--- config.mk ---
export PLATFORM = sky130hd
export DESIGN_NAME = sysid_check_ctrl
export DESIGN_NICKNAME = d
export VERILOG_FILES = /design/src/rtl/sysid_check_ctrl.sv
export SDC_FILE = /design/constraint.sdc
export NUM_CORES = 1
export LEC_CHECK = 0
export BUFFER_PORTS_ARGS = -buffer_cell sky130_fd_sc_hd__buf_2
export CAP_MARGIN = 40
export CORE_MARGIN = 5
export CORE_UTILIZATION = 56
export DETAILED_ROUTE_END_ITERATION = 10
export PLACE_DENSITY = 0.93
export RECOVER_POWER = 25
export SLEW_MARGIN = 40
export SYNTH_ARGS = -nofsm -noshare
export SYNTH_HDL_FRONTEND = slang
export SYNTH_SLANG_ARGS = --single-unit
--- constraint.sdc ---
create_clock -name clock -period 3.8 [get_ports clock]
set_input_delay 0.38 -clock clock [delete_from_list [all_inputs] [get_ports clock]]
set_output_delay 0.38 -clock clock [all_outputs]
set_load 0.01 [all_outputs]
--- src/rtl/sysid_check_ctrl.sv ---
// sysid_check_ctrl: boot-time Avalon-MM reader that fetches system ID and timestamp and publishes sticky pass/fail status
module sysid_check_ctrl #(
  parameter logic [31:0] EXPECTED_ID  = 32'd0,
  parameter logic [31:0] EXPECTED_TS  = 32'd1688346214,
  parameter int          READ_LATENCY = 0,
  parameter int          TIMEOUT      = 255,
  parameter int          MAX_RETRIES  = 3,
  parameter bit          AUTO_START   = 1'b1
) (
  input  logic        clock,
  input  logic        reset,
  input  logic        start,
  output logic        avm_address,
  output logic        avm_read,
  input  logic [31:0] avm_readdata,
  input  logic        avm_waitrequest,
  output logic        busy,
  output logic        done,
  output logic        id_ok,
  output logic        ts_ok,
  output logic        timeout_err,
  output logic [1:0]  retries,
  output logic [31:0] id_value,
  output logic [31:0] ts_value
);
  localparam logic [2:0] IDLE   = 3'd0;
  localparam logic [2:0] RD_ID  = 3'd1;
  localparam logic [2:0] LAT_ID = 3'd2;
  localparam logic [2:0] RD_TS  = 3'd3;
  localparam logic [2:0] LAT_TS = 3'd4;
  localparam logic [2:0] CHECK  = 3'd5;
  localparam logic [2:0] FINISH = 3'd6;
  logic [2:0]  state, state_n;
  logic        auto_pend;
  logic [15:0] stall_cnt;
  logic [1:0]  lat_cnt;
  logic        rd, accept, expire, retry, lat_done, cap_id, cap_ts, launch;
  assign rd       = state == RD_ID || state == RD_TS;
  assign accept   = rd && !avm_waitrequest;
  assign expire   = rd && avm_waitrequest && stall_cnt == 16'(TIMEOUT - 1);
  assign retry    = expire && retries < 2'(MAX_RETRIES);
  assign lat_done = (state == LAT_ID || state == LAT_TS) && lat_cnt == 2'(READ_LATENCY);
  assign cap_id   = (state == RD_ID && accept && READ_LATENCY == 0) || (state == LAT_ID && lat_done);
  assign cap_ts   = (state == RD_TS && accept && READ_LATENCY == 0) || (state == LAT_TS && lat_done);
  assign launch   = state == IDLE && (start || auto_pend);
  // outputs are pure state decodes so the bus strobe never sees waitrequest combinationally
  assign busy        = state != IDLE;
  assign done        = state == FINISH;
  assign avm_read    = rd;
  assign avm_address = state == RD_TS || state == LAT_TS;
  always_comb begin
    state_n = state;
    case (state)
      IDLE:    state_n = launch ? RD_ID : IDLE;
      RD_ID:   state_n = expire ? (retry ? RD_ID : FINISH) : accept ? (READ_LATENCY == 0 ? RD_TS : LAT_ID) : RD_ID;
      LAT_ID:  state_n = lat_done ? RD_TS : LAT_ID;
      RD_TS:   state_n = expire ? (retry ? RD_ID : FINISH) : accept ? (READ_LATENCY == 0 ? CHECK : LAT_TS) : RD_TS;
      LAT_TS:  state_n = lat_done ? CHECK : LAT_TS;
      CHECK:   state_n = FINISH;
      default: state_n = IDLE;
    endcase
  end
  always_ff @(posedge clock or posedge reset) begin
    if (reset) begin
      state       <= IDLE;
      auto_pend   <= AUTO_START;
      stall_cnt   <= '0;
      lat_cnt     <= '0;
      retries     <= '0;
      id_ok       <= 1'b0;
      ts_ok       <= 1'b0;
      timeout_err <= 1'b0;
      id_value    <= '0;
      ts_value    <= '0;
    end else begin
      state     <= state_n;
      auto_pend <= 1'b0;
      // a retry re-enters RD_ID from RD_ID, so expiry must also restart the stall count
      stall_cnt <= (state_n != state || expire) ? '0 : stall_cnt + 16'(rd && avm_waitrequest);
      lat_cnt   <= accept ? 2'd1 : lat_cnt + 2'd1;
      if (launch) begin
        retries     <= '0;
        id_ok       <= 1'b0;
        ts_ok       <= 1'b0;
        timeout_err <= 1'b0;
      end
      if (retry) retries <= retries + 2'd1;
      if (expire && !retry) timeout_err <= 1'b1;
      if (cap_id) id_value <= avm_readdata;
      if (cap_ts) ts_value <= avm_readdata;
      if (state == CHECK) begin
        id_ok <= id_value == EXPECTED_ID;
        ts_ok <= ts_value == EXPECTED_TS;
      end
    end
  end
endmodule

* Word-level counts from Yosys, hierarchy flattened *
Cells that the tools add are included.

word-level totals
  flip-flop bits (word level) = 91

cells by class
  add/subtract/negate cells = 3
  order comparisons = 1
  eq/ne operators = 9
  mux-type cells = 17
  reduce and logical (&&, ||, !) cells = 27

operators by type and width
  kind                                                               count
  32-bit by 31-bit == test with 1-bit output, second input constant  1
  32-bit zero test                                                   1
  3-bit one-hot mux with 6 select lines                              1
  16-bit by 1-bit adder with 16-bit output                           1
  16-bit by 8-bit == test with 1-bit output, second input constant   1
  16-bit two-way mux                                                 1
  3-bit two-way mux                                                  4
  1-bit logical AND                                                  11
  3-bit == test, second input constant                               3
  2-bit two-way mux                                                  4
  1-bit logical OR                                                   7
  1-bit two-way mux                                                  7
  3-bit by 2-bit == test with 1-bit output, second input constant    2
  2-bit nonzero test                                                 3
  2-bit by 1-bit adder with 2-bit output, second input constant      2
  3-bit by 1-bit == test with 1-bit output, second input constant    1
  3-bit zero test                                                    1
  3-bit != test                                                      1
  3-bit nonzero test                                                 1
  1-bit zero test                                                    2
  2-bit zero test                                                    1
  2-bit < comparator, second input constant                          1

* Logic depth before layout (Yosys ltp) *
Gate-level depths: netlist of run 1.

  word-level depth = 11
  gate-level depth with buffers = 11
  depth with buffers taken out = 10

* Least setup slack after synthesis of run 1 *
Ideal clock, no wire load.

  path type = register -> register
  start point = register state[2]
  end point = register stall_cnt[14]
  setup time = 0.119 ns
  data arrival time = 1.975 ns
  required time = 3.681 ns
  slack = 1.707 ns
  stages on the path, launching flop included = 12
  path buffers = 1
  cells stage by stage = dfrtp_1 buf_2 inv_1 nand2_1 inv_1 and2_1 ha_1 ha_1 nand3_1 nor4_2 xnor2_1 nor2_1

on the way
  longest elaborated chain between the ends = 11
  elaborated cells on any way between the ends = 27
  classes of those cells = add/sub (1); eq/ne (6); mux (10); reduce/logical (10)

ends and longest elaborated chain
  item                                                                                                  line    source
  from (decl)                                                                                           33      logic [2:0] state, state_n;
  from (signal assigned)                                                                                76      state <= state_n;
  3-bit by 1-bit == test with 1-bit output or 3-bit by 2-bit == test with 1-bit output (tied branches)  38      assign rd = state == RD_ID || state == RD_TS;
  1-bit logical OR (*)                                                                                  38
  via avm_read                                                                                          14      output logic avm_read,
  1-bit logical AND                                                                                     40, 79
  1-bit logical AND                                                                                     40      assign expire = rd && avm_waitrequest && stall_cnt == 16'(TIMEOUT - 1);
  1-bit logical AND                                                                                     41      assign retry = expire && retries < 2'(MAX_RETRIES);
  3-bit two-way mux                                                                                     55, 57
  3-bit two-way mux (on tied branches)                                                                  57, 55
  3-bit one-hot mux with 6 select lines                                                                 53      case (state)
  3-bit != test                                                                                         79      stall_cnt <= (state_n != state || expire) ? '0 : stall_cnt + 16'(rd && avm_waitrequest);
  1-bit logical OR                                                                                      79
  16-bit two-way mux (*)                                                                                79
  to (signal assigned)                                                                                  79
  to (decl)                                                                                             35      logic [15:0] stall_cnt;

Mark *: on every way through the listed nets, which the timed path passes. The rest lies on a longest branch.
A chain may end at the register's enable or synchronous reset.

* Final worst setup path of run 1 *
  start point = register state[2]
  end point = register stall_cnt[12]

on the way
  longest elaborated chain between the ends = 11
  elaborated cells on any way between the ends = 27
  classes of those cells = add/sub (1); eq/ne (6); mux (10); reduce/logical (10)

ends and longest elaborated chain
  item                                                                                                  line
  3-bit by 1-bit == test with 1-bit output or 3-bit by 2-bit == test with 1-bit output (tied branches)  38, 53
  1-bit logical OR                                                                                      38
  1-bit logical AND                                                                                     40, 79
  1-bit logical AND                                                                                     40
  1-bit logical AND                                                                                     41
  3-bit two-way mux                                                                                     55, 57
  3-bit two-way mux (on tied branches)                                                                  57, 55
  3-bit one-hot mux with 6 select lines                                                                 53
  3-bit != test                                                                                         79
  1-bit logical OR                                                                                      79
  16-bit two-way mux (*)                                                                                79

Every way passes the cells marked *; elsewhere a longest branch is shown, timed or not.

==> impl_metrics.py, run 1 <==
metrics = {
    "status": {
        "outcome": "complete, but fails checks",
        "violations": "max-capacitance violations, max-slew violations",
    },
    "cts": {
        "htree_levels": 3,
        "cts_buffer_depth": 2,
        "path_clk_slew_ns": 0.09,
        "cts-root-buf": "clkbuf_8",
        "clock_sinks": 91,
        "numCtsBuffers": 9,
        "cts_resized": 0,
        "holdBufCountCts": 0,
        "cts_tree": "yes",
        "clock_latency_ns": 0.35,
        "cts_setup_buffers": 0,
    },
    "sta": {
        "min_period_over_period": 0.615,
        "slew_viol_final": 67,
        "rsz0062_at_grt": "no",
        "holdWs_ns": 0.252,
        "hold_violations": 0,
        "layout_setup_ws_ns": 1.46,
        "tightest_slew_ns": 2.83,
        "slew_headroom": -0.899,
        "finalSetupTns_ns": 0,
        "clock_skew_ns": 0.0109,
        "min_period_ns": 2.34,
        "max_freq_mhz": 428,
        "setup_viol": 0,
    },
    "worst_setup_path": {
        "critPathSlowestCell": "dfrtp_1",
        "reg2regPathDepth": 10,
        "rr_startpoint": "state[2]$_DFF_PP0_",
        "cp.required_ns": 4.01,
        "cp_data_arrival_time_ns": 2.55,
        "crit_path_end_kind": "flop",
        "crit_path_max_incr_delay_ns": 0.58,
        "cp_cell_sequence": "inv_1 -> nand2_1 -> inv_1 -> and2_1 -> ha_1 -> ha_1 -> nand3_1 -> nor3_1 -> xnor2_1 -> nor2_1",
        "critPathKind": "reg -> reg",
        "cp-start-kind": "flop",
        "worst-path-max-fanout": 15,
        "startpoint": "state[2]$_DFF_PP0_",
    },
    "yosys": {
        "yosys.area_share.simple": 0.145,
        "synth_fp_nets": 348,
        "netlist_top_cells_count": "90 x dfrtp_1, 62 x mux2_2, 21 x nor2_1, 11 x nand2_1",
        "synth-compound-area-share": 0.0367,
        "muxShareOfSynthArea": 0.185,
        "synth-main-ff-cell": "dfrtp_1",
        "synth-xor-area-share": 0.0302,
        "synth_warnings": 0,
        "synthDistinctLibCells": 49,
        "synth_edf_count": 0,
        "synth_area_leaders": "dfrtp_1 56%, mux2_2 17%, xnor2_1 2.2%",
        "async_flop_share": 1.00,
        "yosysMostFrequentCell": "dfrtp_1",
        "yosysTopAreaCell": "dfrtp_1",
        "ys_seq_area_frac": 0.562,
        "syn_area_um2": 4060,
        "synthesis.instances": 308,
        "syn_area_per_cell_um2": 13.2,
        "ys_ff_latch": 91,
        "synth_top_area_frac": 0.555,
        "synth_fa_ha_area_frac": 0.0123,
        "synth_top_family_by_area": "multiplexers",
    },
    "die": {
        "die_height_um": 95.1,
        "rows": 31,
        "die_x_um": 95.1,
        "core_area_um2": 7140,
        "start_util": 0.569,
        "num_io_pins": 109,
        "die_area_um2": 9050,
    },
    "finish": {
        "fin_area_um2": 4890,
        "regArea_um2": 2280,
        "multi_input_area_um2": 1670,
        "fill_cells": 550,
        "n_antenna_cell": 0,
        "fin_nets": 460,
        "area_growth_pct": 20.5,
        "final_layout_size_suffix_gt1_frac": 0.483,
    },
    "worst_hold_path": {
        "hold_path.class": "in -> reg",
        "hold_path.startpoint": "avm_readdata[23]",
        "whs_path_depth": 2,
    },
    "global_routing": {
        "grt_usage": 0.215,
        "grt_pass1_vias": 2994,
        "grt_max_degree": 67,
        "grt_first_pass_wirelength_um": 15000,
        "antenna_found_initial": 0,
        "overflow": 0,
    },
    "pwr": {
        "seqPwrFrac": 0.442,
        "p_comb_frac": 0.390,
        "internal_power_uw": 2460,
        "leakagePower_uw": 0.00222,
        "total_power_uw": 3890,
        "swShare": 0.368,
        "ir_drop_uv": 544,
        "p_per_area_nw_per_um2": 796,
        "p_switching_uw": 1430,
        "power_frac_clock": 0.168,
    },
    "placement": {
        "place_area_um2": 4700,
        "numPortBuffers": 108,
        "place_ws_ns": 1.52,
        "dp_hpwl_um": 7050,
        "finalWeightedCongestion": 0.866,
    },
    "routing": {
        "routed_wirelength_um": 9530,
        "first_pass_iters": 5,
        "wl_per_cell_um": 18.2,
        "first_iter_violations": 189,
        "drcViolationCount": 0,
        "vias": 2938,
        "ant_nets": 0,
        "post_drt_via_cell_ratio": 5.62,
    },
    "job": {
        "max_cap_violations": 1,
    },
}
-- cell usage in the layout (no fill, tap or decap), drive strengths merged, types with 2 or more instances in the layout --
cell,netlist,routed
nand4,9,9
o31ai,3,3
and2,2,2
nor4,13,13
clkbuf,0,10
mux2i,2,2
nor4b,5,5
dfrtp,90,90
mux2,65,65
o22a,2,2
nand3,6,6
inv,10,10
nor2,22,22
nor3,5,5
o21a,2,2
xnor2,10,10
nand2,11,11
nand2b,3,3
xor2,4,4
nor2b,4,4
nor3b,3,3
buf,11,112
a21oi,2,2
clkinvlp,0,4
nor4bb,4,4
ha,4,4
-- per-layer routing --
layer / vias to the layer above / track usage / part of all wire
met5: - / 0 / 0
met4: 0 / 0.101 / 0.025
met3: 17 / 0.0316 / 0.057
met2: 98 / 0.356 / 0.52
met1: 1491 / 0.279 / 0.40
li1: 1332 / - / -
-- per-stage QoR --
step           cells  utilization
2_1_floorplan    308            -
3_3_place_gp     506        0.653
3_5_place_dp     508        0.658
4_1_cts          523        0.686
5_1_grt          523        0.685
6_report         523        0.685
-- final cells by class --
| cell class | count | share of cell area |
|---|---|---|
| Multi-Input combinational cell | 196 | 0.340 |
| Timing Repair Buffer | 112 | 0.120 |
| Tap cell | 99 | 0.0253 |
| Sequential cell | 91 | 0.466 |
| Clock inverter | 5 | 0.0125 |
| Inverter | 10 | 0.00793 |
| Clock buffer | 10 | 0.0281 |
-- worst max-delay path, delay by kind of cell (launching register included) --
kind                     cells  cell delay [ns]
buffers and inverters        2             0.24
AND/OR/NAND/NOR              5             0.79
XOR/XNOR                     1             0.18
flip-flops                   1             0.58
adder cells (fa/ha/maj)      2             0.42
-- state kept, by name (all words and copies together) (netlist names), 2 cells and up --
name / count
retries: 2
stall_cnt: 16
ts_value: 32
id_value: 32
lat_cnt: 2
state: 3
-- power groups by stage --
stage	Clock [uW]	Sequential, uW	Combinational (uW)
after global routing	698	1770	1650
after detailed placement	0	1720	1530
after global placement	0	1680	1450
after CTS	666	1710	1540
after floorplan	0	1790	833
final	654	1720	1520
-- kinds of logic after synthesis --
family / count (synthesis)
AO/OA/AOI/OAI: 17
adder cells (fa/ha/maj): 4
multiplexers: 67
AND/OR/NAND/NOR: 93
other: 1
buffers and inverters: 21
XOR/XNOR: 14
flip-flops: 91
-- worst paths after layout --
check,to,slack (ns)
worst max register to register,stall_cnt[12]$_DFF_PP0_,1.46
worst min register to register,lat_cnt[0]$_DFF_PP0_,0.49
min in group asynchronous,stall_cnt[7]$_DFF_PP0_,0.83
worst max-delay path,stall_cnt[12]$_DFF_PP0_,1.46
worst min-delay path,ts_value[23]$_DFFE_PP0P_,0.25
max in group asynchronous,id_value[18]$_DFFE_PP0P_,1.65
(Power assumes the default switching activity.)
==> run 2, diff against run 1 <==
- CORE_UTILIZATION: 56 -> 52
- PLACE_DENSITY: 0.93 -> 0.88
- clock period: 3.8 -> 2.35 ns (I/O delays scaled with it)
==> impl_metrics.py, run 2 (synthesized netlist as in run 1, its figures left out) <==
metrics = {
    "worst_setup_path": {
        "cp.required_ns": 2.57,
        "worst-path-max-fanout": 6,
        "crit_path_max_incr_delay_ns": 0.38,
        "critPathKind": "reg -> reg",
        "cp_data_arrival_time_ns": 2.32,
        "critPathSlowestCell": "dfrtp_1",
        "crit_path_end_kind": "flop",
        "cp-start-kind": "flop",
        "cp_cell_sequence": "inv_1 -> nand2_1 -> inv_1 -> and2_1 -> ha_1 -> ha_1 -> nand3_1 -> nor4_2 -> xnor2_1 -> nor2_1",
        "crit_family": "simple AND/OR/NAND/NOR gates",
        "crit_buf_inv": 2,
    },
    "sta": {
        "slew_headroom": -0.293,
        "min_period_ns": 2.10,
        "setup_viol": 0,
        "finalSetupTns_ns": 0,
        "layout_setup_ws_ns": 0.248,
        "max_freq_mhz": 476,
        "tightest_slew_ns": 1.94,
        "rsz0062_at_grt": "no",
        "min_period_over_period": 0.895,
        "clock_skew_ns": 0.0197,
        "slew_viol_final": 38,
        "hold_violations": 0,
    },
    "cts": {
        "cts_setup_buffers": 0,
        "path_clk_slew_ns": 0.10,
        "htree_levels": 3,
        "clock_latency_ns": 0.36,
        "cts_buffer_depth": 2,
        "numCtsBuffers": 9,
        "holdBufCountCts": 0,
        "cts-root-buf": "clkbuf_8",
        "cts_tree": "yes",
        "clock_sinks": 91,
        "cts_resized": 0,
    },
    "routing": {
        "post_drt_via_cell_ratio": 5.55,
        "vias": 2944,
        "first_pass_iters": 4,
        "ant_nets": 0,
        "routed_wirelength_um": 9430,
        "wl_per_cell_um": 17.8,
        "drcViolationCount": 0,
        "first_iter_violations": 149,
    },
    "global_routing": {
        "grt_usage": 0.206,
        "grt_max_degree": 55,
        "overflow": 0,
        "grt_pass1_vias": 3053,
        "antenna_found_initial": 0,
        "grt_first_pass_wirelength_um": 15900,
    },
    "die": {
        "rows": 32,
        "start_util": 0.531,
        "core_area_um2": 7650,
        "num_io_pins": 109,
        "die_area_um2": 9670,
        "die_height_um": 98.3,
        "die_x_um": 98.3,
    },
    "pwr": {
        "leakagePower_uw": 0.00224,
        "ir_drop_uv": 787,
        "p_per_area_nw_per_um2": 1280,
    },
    "finish": {
        "fin_nets": 463,
        "top_regs": "id_value (32), ts_value (32), stall_cnt (16)",
        "n_antenna_cell": 0,
        "layout_common_cells": "108 x buf_2, 90 x dfrtp_1, 62 x mux2_2, 21 x nor2_1, 11 x nand2_1",
        "layout_commonest_cell": "buf_2",
        "final_layout_size_suffix_gt1_frac": 0.484,
        "fill_cells": 552,
        "finalCoreUtilization": 0.644,
        "area_growth_pct": 21.3,
        "final_cells": 530,
    },
    "placement": {
        "finalWeightedCongestion": 0.837,
        "dp_hpwl_um": 6890,
        "place_ws_ns": 0.273,
        "place_inst": 514,
        "numPortBuffers": 108,
    },
    "job": {
        "max_cap_violations": 1,
    },
    "status": {
        "violations": "max-capacitance violations, max-slew violations",
        "outcome": "complete, but fails checks",
    },
    "worst_hold_path": {
        "hold_path.class": "in -> reg",
    },
}
[run 2: cell type report]
class                           instances  area, um2  share of cell area
Sequential cell                        91       2280               0.463
Multi-Input combinational cell        196       1670               0.338
Timing Repair Buffer                  115        612               0.124
Tap cell                              102        128              0.0259
Clock inverter                          6       72.6              0.0147
Clock buffer                           10        128              0.0259
Inverter                               10       38.8             0.00788
[run 2: per-stage QoR]
step / instance area, um2 / hold slack [ns] / power, uW
4_1_cts: 4930 / 0.0179 / 6350
3_3_place_gp: 4730 / 0.405 / 5150
3_5_place_dp: 4730 / 0.410 / 5260
2_1_floorplan: 4060 / 0.343 / 4230
6_report: 4920 / 0.0976 / 6310
5_1_grt: 4920 / 0.0873 / 6700
[run 2: report_power, final]
group | switching, uW | total [uW] | internal [uW]
clock | 568 | 1070 | 503
combinational | 1230 | 2520 | 1290
sequential | 523 | 2710 | 2190
[run 2: worst register-to-register path, delay by kind of cell (launching register included)]
family	cells	cell delay, ns
simple gates	5	0.86
xor+xnor	1	0.16
flops	1	0.38
fa+ha+maj	2	0.41
buf+inv	2	0.14
[run 2: path summary, 6_finish.rpt]
path | start | endpoint | slack, ns | cells after the start
max in group asynchronous | reset | id_value[1]$_DFFE_PP0P_ | 0.63 | 3
setup reg to reg | state[2]$_DFF_PP0_ | stall_cnt[14]$_DFF_PP0_ | 0.25 | 10
hold / removal | avm_readdata[23] | ts_value[23]$_DFFE_PP0P_ | 0.1 | 2
hold reg to reg | lat_cnt[0]$_DFF_PP0_ | lat_cnt[0]$_DFF_PP0_ | 0.46 | 1
min in group asynchronous | reset | ts_value[2]$_DFFE_PP0P_ | 0.34 | 3
setup / recovery | state[2]$_DFF_PP0_ | stall_cnt[14]$_DFF_PP0_ | 0.25 | 10
[run 2: metal layers]
layer / GRT usage / vias to the layer above / wire, um / share of wire
li1: - / 1339 / - / -
met1: 0.265 / 1470 / 3760 / 0.40
met2: 0.344 / 118 / 4760 / 0.50
met3: 0.0507 / 17 / 694 / 0.074
met4: 0.0662 / 0 / 214 / 0.023
met5: 0 / - / 0 / 0
==> run 3, diff against run 2 <==
- CORE_ASPECT_RATIO: not set -> 0.5
==> impl_metrics.py, run 3 (synthesized netlist as in run 1, its figures left out) <==
metrics = {
    "pwr": {
        "p_per_area_nw_per_um2": 1310,
        "ir_drop_uv": 785,
        "leakagePower_uw": 0.00215,
    },
    "worst_setup_path": {
        "cp-start-kind": "flop",
        "cp.required_ns": 2.54,
        "r2r_end": "stall_cnt[14]$_DFF_PP0_",
        "rrSetupSlack_ns": 0.32,
        "reg2regPathDepth": 10,
        "cp_data_arrival_time_ns": 2.22,
        "rr_startpoint": "state[2]$_DFF_PP0_",
        "crit_path_end_kind": "flop",
        "worst-path-max-fanout": 6,
        "critPathKind": "reg -> reg",
    },
    "die": {
        "die_area_um2": 9780,
        "core_area_um2": 7460,
        "die_x_um": 135,
        "die_height_um": 72.5,
        "num_io_pins": 109,
        "start_util": 0.544,
        "rows": 22,
    },
    "cts": {
        "numCtsBuffers": 9,
        "htree_levels": 3,
        "clock_sinks": 91,
        "cts_setup_buffers": 0,
        "cts-root-buf": "clkbuf_16",
        "clock_latency_ns": 0.33,
        "cts_buffer_depth": 2,
        "cts_resized": 0,
        "holdBufCountCts": 1,
        "cts_tree": "yes",
        "path_clk_slew_ns": 0.06,
    },
    "worst_hold_path": {
        "hold_path.startpoint": "avm_readdata[23]",
        "holdPathEnd": "ts_value[23]$_DFFE_PP0P_",
        "whs_path_depth": 2,
        "hold_path.class": "in -> reg",
    },
    "global_routing": {
        "grt_first_pass_wirelength_um": 15000,
        "grt_usage": 0.195,
        "grt_max_degree": 77,
        "grt_pass1_vias": 2981,
        "overflow": 0,
        "antenna_found_initial": 0,
    },
    "sta": {
        "min_period_ns": 2.03,
        "setup_viol": 0,
        "slew_viol_final": 0,
        "slew_headroom": 0.500,
        "hold_violations": 0,
        "max_freq_mhz": 494,
        "rsz0062_at_grt": "no",
        "tightest_slew_ns": 0.747,
        "clock_skew_ns": 0.00436,
        "min_period_over_period": 0.862,
        "finalSetupTns_ns": 0,
    },
    "finish": {
        "final_cells": 535,
        "layout_common_cells": "90 x dfrtp_1, 62 x mux2_2, 61 x buf_2, 48 x clkbuf_1, 21 x nor2_1",
        "top_regs": "id_value (32), ts_value (32), stall_cnt (16)",
        "final_layout_size_suffix_gt1_frac": 0.372,
        "area_growth_pct": 22.7,
        "layout_commonest_cell": "dfrtp_1",
        "fin_nets": 462,
        "n_antenna_cell": 0,
    },
    "routing": {
        "routed_wirelength_um": 9120,
        "wl_per_cell_um": 17.1,
        "first_iter_violations": 141,
        "vias": 2864,
        "first_pass_iters": 4,
        "post_drt_via_cell_ratio": 5.35,
        "drcViolationCount": 0,
        "ant_nets": 0,
    },
    "placement": {
        "finalWeightedCongestion": 0.826,
        "numPortBuffers": 108,
        "place_inst": 518,
        "dp_hpwl_um": 6590,
    },
    "status": {
        "outcome": "finished clean",
    },
    "job": {
        "max_cap_violations": 0,
    },
}
==> run 3: cell type report <==
class | instances | area, um2
Sequential cell | 91 | 2280
Clock buffer | 10 | 229
Inverter | 10 | 38.8
Timing Repair Buffer | 114 | 567
Fill cell | 571 | 2480
Clock inverter | 6 | 65.1
Tap cell | 108 | 135
Multi-Input combinational cell | 196 | 1670
==> run 3: worst max-delay path by stage <==
stage | from | to | slack [ns] | depth (start not counted)
finish | state[2]$_DFF_PP0_ | stall_cnt[14]$_DFF_PP0_ | 0.32 | 10
global placement | state[2]$_DFF_PP0_ | stall_cnt[14]$_DFF_PP0_ | 0.46 | 10
detailed placement | state[2]$_DFF_PP0_ | stall_cnt[14]$_DFF_PP0_ | 0.33 | 10
global route | state[2]$_DFF_PP0_ | stall_cnt[14]$_DFF_PP0_ | 0.10 | 10
floorplan | state[2]$_DFF_PP0_ | stall_cnt[14]$_DFF_PP0_ | 0.26 | 11
CTS | state[2]$_DFF_PP0_ | stall_cnt[14]$_DFF_PP0_ | 0.30 | 10
==> run 3: stage by stage <==
| stage | util | worst slack (ns) | area [um2] | total power [uW] | hold WS [ns] |
|---|---|---|---|---|---|
| after floorplan | - | 0.257 | 4060 | 4230 | 0.343 |
| after global placement | 0.635 | 0.456 | 4740 | 5150 | 0.239 |
| after detailed placement | 0.635 | 0.327 | 4740 | 5240 | 0.243 |
| after CTS | 0.676 | 0.302 | 5040 | 6670 | 0.124 |
| after global routing | 0.667 | 0.102 | 4980 | 6930 | 0.132 |
| final | 0.667 | 0.324 | 4980 | 6530 | 0.128 |
==> run 3: metal layers <==
| metal | routed length [um] | track usage | share of wire |
|---|---|---|---|
| met5 | 0 | 0 | 0 |
| met4 | 237 | 0.0711 | 0.026 |
| met3 | 357 | 0.0512 | 0.039 |
| met2 | 4670 | 0.340 | 0.51 |
| met1 | 3860 | 0.239 | 0.42 |
==> run 3: worst max-delay path, cell delays in order (launching register included) <==
cell     delay, ns
dfrtp_1       0.37
inv_1         0.07
nand2_1       0.08
inv_1         0.07
and2_1        0.12
ha_1          0.19
ha_1          0.20
nand3_1       0.24
nor4_2        0.32
xnor2_1       0.16
nor2_1        0.05
==> run 3: report_power, final <==
group          internal (uW)  switching [uW]  total [uW]  leakage [uW]
registers               2200             526        2720       0.00112
clock network            826             585        1410      0.000143
logic                   1200            1200        2400      0.000893
